## src/rtl/game_pkg.sv

```systemverilog
// game_pkg: shared definitions for the game-level controller slice.
//   - state_t   : game state encoding (IDLE / PLAY / OVER)
//   - DEF_GRID_W, DEF_GRID_H : default playfield size in cells
//   - LFSR_TAPS : tap mask for the 16-bit Fibonacci LFSR (taps 16,14,13,11)
//   - lfsr_feedback : XOR of the tapped bits, shifted in at bit 0
package game_pkg;

  typedef enum logic [1:0] {
    ST_IDLE = 2'd0,
    ST_PLAY = 2'd1,
    ST_OVER = 2'd2
  } state_t;

  localparam int DEF_GRID_W = 32;
  localparam int DEF_GRID_H = 24;

  // Taps 16,14,13,11 map to register bits 15,13,12,10.
  localparam logic [15:0] LFSR_TAPS = 16'hB400;

  function automatic logic lfsr_feedback(input logic [15:0] v);
    return ^(v & LFSR_TAPS);
  endfunction

endpackage

```

## src/rtl/bcd_counter4.sv

```systemverilog
// bcd_counter4: four-digit BCD up-counter that saturates at 9999.
// Ports:
//   clk  - system clock
//   rst  - asynchronous active-low reset, clears the count
//   inc  - add one on this edge (ignored at 9999)
//   clr  - synchronous clear, wins over inc
//   q    - BCD count, digit 3 in q[15:12]
module bcd_counter4 (
  input  logic        clk,
  input  logic        rst,
  input  logic        inc,
  input  logic        clr,
  output logic [15:0] q
);

  logic [15:0] next_q;
  logic        carry;

  // Ripple a +1 through the digits: a 9 rolls to 0 and passes the carry on,
  // any other digit absorbs it.
  always_comb begin
    next_q = q;
    carry  = 1'b1;
    for (int i = 0; i < 4; i++) begin
      if (carry) begin
        if (q[i*4 +: 4] == 4'd9) begin
          next_q[i*4 +: 4] = 4'd0;
        end else begin
          next_q[i*4 +: 4] = q[i*4 +: 4] + 4'd1;
          carry            = 1'b0;
        end
      end
    end
  end

  // Holding at 9999 keeps the display from wrapping to 0000 on a long game.
  always_ff @(posedge clk or negedge rst) begin
    if (!rst) begin
      q <= '0;
    end else if (clr) begin
      q <= '0;
    end else if (inc && (q != 16'h9999)) begin
      q <= next_q;
    end
  end

endmodule

```

## src/rtl/game_ctrl.sv

```systemverilog
// game_ctrl: game-level controller downstream of the collision/eat checker.
// Debounces eat flags to one per frame, runs the IDLE/PLAY/OVER FSM, keeps
// score (BCD) and snake length, and relocates the cherry using an LFSR.
// Ports:
//   clk, rst          - clock, asynchronous active-low reset
//   start_btn         - start/restart button level (rising edge acts)
//   frame_tick        - one-cycle pulse per movement step
//   snake_eat_cherry  - checker eat flag (may repeat within a frame)
//   bump              - checker collision flag
//   state             - 0=IDLE 1=PLAY 2=OVER
//   move_en           - registered frame_tick, only in PLAY
//   grow              - one-cycle pulse per accepted eat
//   snake_len, score  - length and 4-digit BCD score
//   cherry_x/y/valid  - cherry cell; valid low while relocating
//   game_over         - high while in OVER
module game_ctrl
  import game_pkg::*;
#(
  parameter int          GRID_W    = DEF_GRID_W,
  parameter int          GRID_H    = DEF_GRID_H,
  parameter int          X_W       = 5,
  parameter int          Y_W       = 5,
  parameter int          INIT_LEN  = 3,
  parameter int          MAX_LEN   = 64,
  parameter int          LEN_W     = 7,
  parameter logic [15:0] LFSR_SEED = 16'hACE1
) (
  input  logic             clk,
  input  logic             rst,
  input  logic             start_btn,
  input  logic             frame_tick,
  input  logic             snake_eat_cherry,
  input  logic             bump,
  output logic [1:0]       state,
  output logic             move_en,
  output logic             grow,
  output logic [LEN_W-1:0] snake_len,
  output logic [15:0]      score,
  output logic [X_W-1:0]   cherry_x,
  output logic [Y_W-1:0]   cherry_y,
  output logic             cherry_valid,
  output logic             game_over
);

  localparam logic [X_W-1:0]   X_MAX    = X_W'(GRID_W - 2);
  localparam logic [Y_W-1:0]   Y_MAX    = Y_W'(GRID_H - 2);
  localparam logic [X_W-1:0]   X_MID    = X_W'(GRID_W / 2);
  localparam logic [Y_W-1:0]   Y_MID    = Y_W'(GRID_H / 2);
  localparam logic [LEN_W-1:0] LEN_INIT = LEN_W'(INIT_LEN);
  localparam logic [LEN_W-1:0] LEN_MAX  = LEN_W'(MAX_LEN);

  state_t         state_q;
  logic [15:0]    lfsr;
  logic           start_q;
  logic           eat_seen;
  logic           start_rise;
  logic           play_start;
  logic           accept;
  logic [X_W-1:0] cand_x;
  logic [Y_W-1:0] cand_y;
  logic           cand_legal;

  assign state      = state_q;
  assign start_rise = start_btn & ~start_q;
  assign play_start = (state_q == ST_IDLE) & start_rise;

  // An eat counts once per frame, only against a visible cherry, and never
  // when the same cycle also reports a collision.
  assign accept = (state_q == ST_PLAY) & snake_eat_cherry & ~eat_seen &
                  ~bump & cherry_valid;

  // Candidate cell comes straight from the LFSR; walls are rejected.
  assign cand_x     = lfsr[X_W-1:0];
  assign cand_y     = lfsr[8 +: Y_W];
  assign cand_legal = (cand_x != '0) && (cand_x <= X_MAX) &&
                      (cand_y != '0) && (cand_y <= Y_MAX);

  // Free-running LFSR and button edge register, active in every state.
  always_ff @(posedge clk or negedge rst) begin
    if (!rst) begin
      lfsr    <= LFSR_SEED;
      start_q <= 1'b0;
    end else begin
      lfsr    <= {lfsr[14:0], lfsr_feedback(lfsr)};
      start_q <= start_btn;
    end
  end

  // Game FSM with registered outputs, eat latch and length counter.
  // A collision leaves PLAY without producing a final move step.
  always_ff @(posedge clk or negedge rst) begin
    if (!rst) begin
      state_q   <= ST_IDLE;
      move_en   <= 1'b0;
      grow      <= 1'b0;
      game_over <= 1'b0;
      snake_len <= LEN_INIT;
      eat_seen  <= 1'b0;
    end else begin
      move_en <= 1'b0;
      grow    <= 1'b0;
      case (state_q)
        ST_IDLE: begin
          game_over <= 1'b0;
          if (start_rise) begin
            state_q   <= ST_PLAY;
            snake_len <= LEN_INIT;
            eat_seen  <= 1'b0;
          end
        end
        ST_PLAY: begin
          if (bump) begin
            state_q   <= ST_OVER;
            game_over <= 1'b1;
          end else begin
            move_en <= frame_tick;
          end
          if (accept) begin
            eat_seen <= 1'b1;
            grow     <= 1'b1;
            if (snake_len < LEN_MAX) begin
              snake_len <= snake_len + LEN_W'(1);
            end
          end else if (frame_tick) begin
            eat_seen <= 1'b0;
          end
        end
        ST_OVER: begin
          game_over <= 1'b1;
          if (start_rise) begin
            state_q   <= ST_IDLE;
            game_over <= 1'b0;
          end
        end
        default: begin
          state_q   <= ST_IDLE;
          game_over <= 1'b0;
        end
      endcase
    end
  end

  // Cherry relocation: hide the cherry on game start or an accepted eat,
  // then retry one LFSR candidate per cycle until a non-wall cell appears.
  always_ff @(posedge clk or negedge rst) begin
    if (!rst) begin
      cherry_x     <= X_MID;
      cherry_y     <= Y_MID;
      cherry_valid <= 1'b1;
    end else if (play_start || accept) begin
      cherry_valid <= 1'b0;
    end else if (!cherry_valid && cand_legal) begin
      cherry_x     <= cand_x;
      cherry_y     <= cand_y;
      cherry_valid <= 1'b1;
    end
  end

  bcd_counter4 u_score (
    .clk (clk),
    .rst (rst),
    .inc (accept),
    .clr (play_start),
    .q   (score)
  );

endmodule

```

## config.mk

```make
export PLATFORM = sky130hd
export DESIGN_NAME = game_ctrl
export DESIGN_NICKNAME = d
export VERILOG_FILES = /design/src/rtl/game_pkg.sv /design/src/rtl/bcd_counter4.sv /design/src/rtl/game_ctrl.sv
export SDC_FILE = /design/constraint.sdc
export NUM_CORES = 1
export LEC_CHECK = 0
export BUFFER_PORTS_ARGS = -buffer_cell sky130_fd_sc_hd__buf_2
export CORE_UTILIZATION = 60
export CTS_CLUSTER_DIAMETER = 120
export DETAILED_ROUTE_END_ITERATION = 10
export PLACE_DENSITY_LB_ADDON = 0.08
export SLEW_MARGIN = 20
export SYNTH_ARGS = -nofsm -noshare
export SYNTH_HDL_FRONTEND = slang
export SYNTH_SLANG_ARGS = --single-unit
```

## constraint.sdc

```tcl
create_clock -name clk -period 5.9 [get_ports clk]
set_input_delay 0.295 -clock clk [delete_from_list [all_inputs] [get_ports clk]]
set_output_delay 0.295 -clock clk [all_outputs]
set_load 0.02 [all_outputs]
```

Word-level counts from Yosys, hierarchy flattened --
Cells that the tools add are included.
Storage, ports and cells: flip-flop bits (word level) 57, output and inout port bits 39
Operators by class: add/sub/neg operators 5, bitwise gates (word level) 10, order comparisons 3, multiplexer cells 35, reduce and logical (&&, ||, !) cells 24, equality and inequality tests 13
Operators by type and width (number):
- 16-bit two-way mux | 2
- 4-bit two-way mux | 7
- 7-bit two-way mux | 3
- 4-bit by 1-bit adder with 4-bit output, second input constant | 4
- 4-bit == test, second input constant | 4
- 1-bit two-way mux | 16
- 16-bit inequality test, second input constant | 1
- 16-bit XOR reduction | 1
- 7-bit one-hot mux with 2 select lines | 1
- 2-bit nonzero test | 6
- 5-bit <= comparator, second input constant | 2
- 5-bit nonzero test | 2
- 2-bit inequality test, second input constant | 4
- 2-bit AND reduction | 4
- 7-bit by 1-bit adder with 7-bit output, second input constant | 1
- 7-bit < comparator, second input constant | 1
- 1-bit AND | 6
- 2-bit two-way mux | 3
- 2-bit one-hot mux with 3 select lines | 1
- 3-bit AND reduction | 2
- 1-bit logical AND | 5
- 1-bit NOT | 4
- 1-bit one-hot mux with 2 select lines | 2
- 4-bit AND reduction | 1
- other kinds (7) | 7

Logic depth before layout (Yosys ltp) --
Gate-level depths: netlist (run 1).
depth after elaboration 8, gate-level depth with buffers 10

Hierarchy --
A second synthesis (run 1) with hierarchy kept.
Unflattened totals: cells, all modules 238, area total of the unflattened synthesis 2738.9 um^2
Modules (own cells, without submodules):
- game_ctrl | cells an instance 134, area an instance 1750.4 um^2, sequential area each 1043.5 um^2, times used 1
- bcd_counter4 | cells an instance 104, area an instance 988.4 um^2, sequential area each 400.4 um^2, times used 1

Worst setup path before layout (run 1) --
OpenSTA, ideal clock, no wires.
kind reg-to-reg, from register state_q[1], in the netlist state[1], to register cherry_x[0], setup time 0.125 ns, arrival time 1.968 ns, period minus slack after synthesis 2.093 ns, slack 3.807 ns, stages on the path, launching flop included 10, cells stage by stage dfrtp_1 > inv_1 > ha_1 > buf_6 > nor2b_4 > buf_6 > a221oi_2 > nand4_1 > buf_6 > mux2_4
Between the ends: word-level cells in the longest chain between the ends 8
RTL lines:
- start: declaration | line game_ctrl.sv:52 | state_t state_q;
- start signal: assignment | line game_ctrl.sv:93 | state_q <= ST_IDLE;
- start signal: assignment | line game_ctrl.sv:106 | state_q <= ST_PLAY;
- start signal: assignment | line game_ctrl.sv:113 | state_q <= ST_OVER;
- 2-bit by 1-bit == test with 1-bit output | line game_ctrl.sv:69 | assign accept = (state_q == ST_PLAY) & snake_eat_cherry & ~eat_seen &
- 1-bit AND (3 in series) | line game_ctrl.sv:69
- 1-bit AND | line game_ctrl.sv:70 | ~bump & cherry_valid;
- 1-bit logical OR * | line game_ctrl.sv:150 | end else if (play_start || accept) begin
- 1-bit NOT (no line) *
- 2-bit AND reduction (no line) *
- end signal: assignment | line game_ctrl.sv:153 | cherry_x <= cand_x;
- end: declaration | line game_ctrl.sv:39 | output logic [X_W-1:0] cherry_x,
Every way passes the cells marked *; elsewhere a longest branch is shown, timed or not. A chain may end at the register's enable or synchronous reset.

Worst setup path after layout (run 1) --
from register state_q[0], in the netlist state[0], to register cherry_y[0]
Between the ends: word-level cells in the longest chain between the ends 8
RTL lines:
- 2-bit by 1-bit == test with 1-bit output | line game_ctrl.sv:69
- 1-bit AND (3 in series) | line game_ctrl.sv:69
- 1-bit AND | line game_ctrl.sv:70
- 1-bit logical OR * | line game_ctrl.sv:150
- 1-bit NOT (no line) *
- 2-bit AND reduction (no line) *
- end signal: assignment | line game_ctrl.sv:154 | cherry_y <= cand_y;
- end: declaration | line game_ctrl.sv:40 | output logic [Y_W-1:0] cherry_y,
Marked as above.

==> impl_results.md, run 1 <==
* Status: finished, final reports clean
* Cell taking the most area after synthesis: dfrtp_1
* Top Ports at 45
* Arr. time, crit path at 2950 ps
* Clock Latency Late Sink at 330 ps
* Slowest stage delay, CP at 630 ps
* Drt pass-1 iters at 4
* Setup crit end kind: register
* Reg area at 0.00144 mm²
* Highest Clock Rate at 0.365 GHz
* CTS root buf: clkbuf_8
* First-pass GRT wire length at 8650 µm
* Top cells by area, synth: dfrtp_1, dfstp_2, ha_1
* # resized after CTS at 0
* Min-Delay Path Class: input port to async pin
* Synth Instances at 239
* Skew final at 6.23 ps
* DR WL/cell at 14.6 µm
* Via count at 1,972
* HPWL Detailed at 3440 µm
* Ys flop type: dfrtp_1
* Final hold vios at 0
* Largest net degree at the start of global routing at 58
* Post-synth ARST share at 1.00
* Placer Congestion at 0.754
* Number of diodes at 0
* CTS H-tree lvls at 3
* Gr usage total at 0.230
* Clock tree from TritonCTS: done
* Share of layout cells above drive strength 1 at 0.309
* Initial Util at 0.622
* VDD IR max at 0.221 mV
* CP max-delay cell: nand4_1
* Critical path buffers and inverters at 1
* Setup slack after layout at 3160 ps
* Mapped cell area at 0.00271 mm²
* RSZ-0062 raised after global routing: false
* Crit-path cells: inv_1 > ha_1 > and3b_1 > a221oi_2 > nand4_1 > mux2_1
* Vias in the first global route at 1,865
* Fill cells at 340
* CTS clk-pin slew, worst paths at 70 ps
* Initial antenna violation count at 0
* Routed Antenna Nets at 0
* EDFF count, synth at 0
* Setup WS pre-CTS at 3120 ps
* # rows at 24
* Core Region at 0.00435 mm²
* Pwr dens at 321 mW/mm²
* Leak at 1.55 nW
* Setup TNS at 0 ps
* Area of the multi-input gates at 0.00114 mm²
* Ys Warns at 0
* Die width at 69.2 µm
* Crit path required time at 6110 ps
* Post-route cell area at 0.00313 mm²
* Global route overflow at 0
* Layout area overhead at 15.7%
* Hold-fix buffers, CTS at 0
* DR iter-0 viols at 104
* Worst-case clock buffer depth at 2
* Final wirelength at 4990 µm
* Vias per inst at 5.75
* Yosys reg bits at 57
* Final slew viol count at 0
* Most numerous cell in the Yosys netlist: dfrtp_1
* Drt drc at 0
* # setup viols final at 0
* Top Family by Delay on Critical Path: simple AND/OR/NAND/NOR gates
* Die height at 69.2 µm
* Slew of the pin with the lowest slew margin at 753 ps
* Register area share after synthesis at 0.533
* Share of the synthesized area in the top cell type at 0.397
* Max FO, Critical Path at 17
* Number of CTS-inserted buffers at 9
* WHS at 90.6 ps
* Critical Path Source Type: register
* Fin nets at 303
* Synth top cells by count: dfrtp_1, a21oi_1, o21ai_0
* Syn avg cell area at 11.3 µm²
* Fin crit share at 0.465
* Max capacitance violation total at 0
* Post-CTS Setup Bufs at 0
* Unique masters post-synth at 47
* Placed cell area at 0.00293 mm²
* Pwr Total at 1.00 mW
* Die Area at 0.00479 mm²
* PortBufs at 44
* CP Class: register to register
* Syn_nets at 256
* Final min period at 2740 ps
* Total clock sinks at 57
* Rel. slew slack at 0.497
## flip-flops by register name, indices dropped and copies added (netlist names), 2 cells and up
signal,flops
snake_len,7
state,2
cherry_x,5
lfsr,16
cherry_y,5
u_score.q,16
## through the flow
stage               cells  utilization
floorplan             239            -
global placement      327        0.672
detailed placement    327        0.672
CTS                   343        0.719
global route          343        0.719
finish                343        0.719
## placed cells by master, fill, tap and decap left out, types with 5 or more instances in the layout
cell,synthesis,routed
ha_1,11,11
nand2_1,10,10
inv_1,13,13
o21ai_0,16,16
nor2_1,14,14
buf_2,1,44
a21oi_1,20,20
clkbuf_8,0,10
dfstp_2,14,14
dfrtp_1,43,43
nand3_1,10,10
o31ai_1,7,7
or4_1,8,8
mux2_4,9,9
or3_1,5,5
## path summary, 6_finish.rpt
kind / startpoint / to / slack [ps] / cells past startpoint
min in group clk: start_btn / start_q$_DFF_PN0_ / 110 / 1
min reg2reg: lfsr[5]$_DFF_PN1_ / lfsr[6]$_DFF_PN1_ / 360 / 0
min: rst / cherry_x[1]$_DFFE_PN0P_ / 90 / 2
max: state[0]$_DFFE_PN0P_ / cherry_y[0]$_DFFE_PN0P_ / 3160 / 6
max reg2reg: state[0]$_DFFE_PN0P_ / cherry_y[0]$_DFFE_PN0P_ / 3160 / 6
max in group asynchronous: rst / start_q$_DFF_PN0_ / 5360 / 2
## layout make-up
cell class | instances | share of cell area
Sequential cell | 57 | 0.461
Multi-Input combinational cell | 160 | 0.364
Timing Repair Buffer | 45 | 0.0727
Clock buffer | 10 | 0.0439
Clock inverter | 6 | 0.0216
Tap cell | 52 | 0.0208
Inverter | 13 | 0.0156
## kinds of logic after synthesis
kind of cell / count (synthesis) / share of synthesized area
and+or+nand+nor: 74 / 0.160
AOI/OAI and AO/OA: 58 / 0.132
DFF: 57 / 0.533
buffers and inverters: 22 / 0.0453
muxes: 13 / 0.0656
adders and majority gates: 11 / 0.0508
xor gates and xnor gates: 4 / 0.0129
## routing by layer
metal	routed length, µm	vias to the layer above	GRT usage
met2	2340	42	0.342
met1	2370	954	0.315
met3	181	11	0.0610
li1	-	965	-
met5	0	-	0
met4	101	0	0.109
## report_power, final
part           total [mW]  switching (mW)  internal (mW)
Sequential          0.443          0.0238          0.419
Combinational       0.199           0.132         0.0673
Clock               0.362           0.155          0.207
Total                1.00           0.311          0.693
Note: power is estimated with default switching activity, not from simulation.
==> run 2, diff against run 1 <==
- CORE_UTILIZATION: 60 -> 56
- clock period: 5.9 -> 2.7 ns (I/O delays scaled with it)
==> run 2 against run 1 <==
Net effect:
- hold slack got worse by 39 ps
- non-clock buffer count rose by 4
- via count fell by 0.30%
- combinational power rose by 120%
- core utilization fell by 1.2 points
- register-to-register slack got worse by 2800 ps
- setup slack got worse by 2800 ps
- sequential power rose by 120%
- global-route usage fell by 0.64 points
- maximum frequency rose by 18%
- routed wire length rose by 2.9%
- largest power group unchanged
==> impl_results.md, run 2 (synthesis results as in run 1) <==
* Final wirelength at 5140 µm (+2.9%)
* Setup WS pre-CTS at 401 ps (-2720 ps)
* Layout area overhead at 17.6%
* Slowest stage delay, CP at 570 ps (-60 ps)
* Die Area at 0.00512 mm² (+6.9%)
* CP Class: register to register
* HPWL Detailed at 3510 µm (+1.9%)
* CTS clk-pin slew, worst paths at 70 ps (about the same)
* Met1 Wirelength at 2490 µm (+5.0%)
* Clock network power share at 0.375 (+0.015)
* Setup slack after layout at 376 ps (-2780 ps)
* Final hold vios at 0 (unchanged)
* Crit path required time at 2950 ps (-3160 ps)
* Skew final at 7.26 ps (+1.04 ps)
* Die height at 71.5 µm (+3.4%)
* NetSw at 668 µW (+110%)
* Leading cell type in the layout, fill and taps excluded: buf_2
* Min-Delay Path Class: input port to register
* Fin crit share at 0.861 (+0.396)
* First-pass GRT wire length at 8710 µm (+0.72%)
* Arr. time, crit path at 2570 ps (-380 ps)
* Slew of the pin with the lowest slew margin at 692 ps (-60.2 ps)
* Largest net degree at the start of global routing at 58 (unchanged)
* Pwr dens at 707 mW/mm² (+120%)
* Registers with the most flip-flops: lfsr x16, u_score.q x16, snake_len x7
* Wire length on met3 at 222 µm (+23%)
* Placer Congestion at 0.779 (+3.3%)
* Clock Latency Late Sink at 330 ps (about the same)
* Gr usage total at 0.224 (-0.00636)
* Final slew viol count at 0 (unchanged)
* Fill cells at 334 (-1.8%)
* Routed Antenna Nets at 0 (unchanged)
* CTS root buf: clkbuf_8
* Non-filler cells, final at 347 (+1.2%)
* Setup crit end kind: register
* CP max-delay cell: or4_1
* Leak at 1.58 nW (+2.1%)
* Pint at 1.58 mW (+130%)
* Highest Clock Rate at 0.430 GHz (+18%)
* Setup TNS at 0 ps (unchanged)
* Final min period at 2320 ps (-417 ps)
* Pwr Total at 2.25 mW (+120%)
* Clock tree from TritonCTS: done
* Placed cell area at 0.00295 mm² (+0.94%)
* PortBufs at 44 (unchanged)
* Logic pwr share at 0.197 (-0.002)
* DR WL met2 at 2410 µm (+3.1%)
* Rel. slew slack at 0.538 (+0.0417)
* # setup viols final at 0 (unchanged)
* DP Cell Count at 329 (+0.61%)
* Max FO, Critical Path at 22 (+5)
* Worst-case clock buffer depth at 2 (unchanged)
* Vias in the first global route at 1,857 (-0.43%)
* Initial Util at 0.601 (-0.0207)
* Initial antenna violation count at 0 (unchanged)
* RSZ-0062 raised after global routing: false
* Number of CTS-inserted buffers at 9 (unchanged)
* Total clock sinks at 57 (unchanged)
* Drt pass-1 iters at 4 (unchanged)
* VDD IR max at 0.638 mV (+190%)
* Sw Share at 0.297 (-0.0126)
* DR iter-0 viols at 65 (-38%)
* Critical path buffers and inverters at 1 (unchanged)
* Via count at 1,966 (-0.30%)
* Top Family by Delay on Critical Path: simple AND/OR/NAND/NOR gates
* Critical Path Source Type: register
* Fin nets at 307 (+1.3%)
* Final Util at 0.707 (-0.0123)
* Status: finished, final reports clean
* Core Region at 0.00450 mm² (+3.4%)
* DR WL/cell at 14.8 µm (+1.8%)
* Number of diodes at 0 (unchanged)
* Post-route cell area at 0.00318 mm² (+1.7%)
* WHS at 52.0 ps (-38.6 ps)
* Highest Signal Layer: met4
* Post-CTS Setup Bufs at 0 (unchanged)
* Commonest non-fill, non-tap cells in the layout: buf_2, dfrtp_1, a21oi_1
* Global route overflow at 0 (unchanged)
* Drt drc at 0 (unchanged)
* Part of the power in registers at 0.428 (-0.013)
* Die width at 71.5 µm (+3.4%)
* Max capacitance violation total at 0 (unchanged)
* Share of layout cells above drive strength 1 at 0.308 (-0.000804)
* Crit-path cells: inv_1 > ha_1 > nor2b_4 > nand3_2 > or4_1 > a21oi_1
* CTS H-tree lvls at 3 (unchanged)
* Top Ports at 45 (unchanged)
* Vias per inst at 5.67 (-1.5%)
* # rows at 24 (unchanged)
-- run 2: changes by cell type in the layout (fill, tap and decap cells not counted) --
cell / before / now
clkinv_2: 1 / 3
buf_12: 0 / 1
clkinvlp_4: 2 / 1
buf_4: 1 / 2
bufinv_16: 1 / 2
dlygate4sd3_1: 0 / 2
clkbuf_8: 10 / 9
clkbuf_1: 0 / 1
clkinv_4: 2 / 0
-- run 2: routing by layer --
metal	vias up	GRT usage
met3	2	0.0802
li1	970	-
met2	44	0.349
met4	0	0.0588
met5	-	0
met1	950	0.300
-- run 2: worst reg2reg max path, stage by stage, from the launching register on --
cell     delay [ps]
dfrtp_1         410
inv_1           110
ha_1            350
nor2b_4         330
nand3_2         330
or4_1           580
a21oi_1         160
-- run 2: final timing paths --
path                                      start  slack, ps  depth (start not counted)                         to
max in group asynchronous                   rst       1770                          3       state[0]$_DFFE_PN0P_
min reg2reg                  lfsr[14]$_DFF_PN0_        350                          0         lfsr[15]$_DFF_PN1_
min in group asynchronous                   rst        460                          3    cherry_y[0]$_DFFE_PN0P_
max reg2reg                state[1]$_DFFE_PN0P_        380                          6  u_score.q[10]$_DFFE_PN0P_
min                                  frame_tick         50                          2          move_en$_DFF_PN0_
max                        state[1]$_DFFE_PN0P_        380                          6  u_score.q[10]$_DFFE_PN0P_
-- run 2: final cells by class --
cell class,count,area [µm²],area share
flip-flops and latches,57,1440,0.453
clock inverters,6,82.6,0.0259
multi-input cells,160,1140,0.358
clock buffers,10,128,0.0401
well taps,52,65.1,0.0204
repair buffers,49,275,0.0864
inverters,13,48.8,0.0153
-- run 2: power groups by stage --
stage,registers (mW),logic [mW],clock network (mW)
4_1_cts,0.963,0.445,0.866
2_1_floorplan,1.03,0.267,0
3_5_place_dp,0.977,0.442,0
3_3_place_gp,0.975,0.438,0
6_report,0.964,0.443,0.843
5_1_grt,0.972,0.501,0.902
-- run 2: what timing repair did --
action | in CTS | in global routing
setup endpoints to repair | 0 | 0
endpoints found under the hold margin | 44 | 0
hold buffers | 2 | 0
resized for setup | 0 | 0
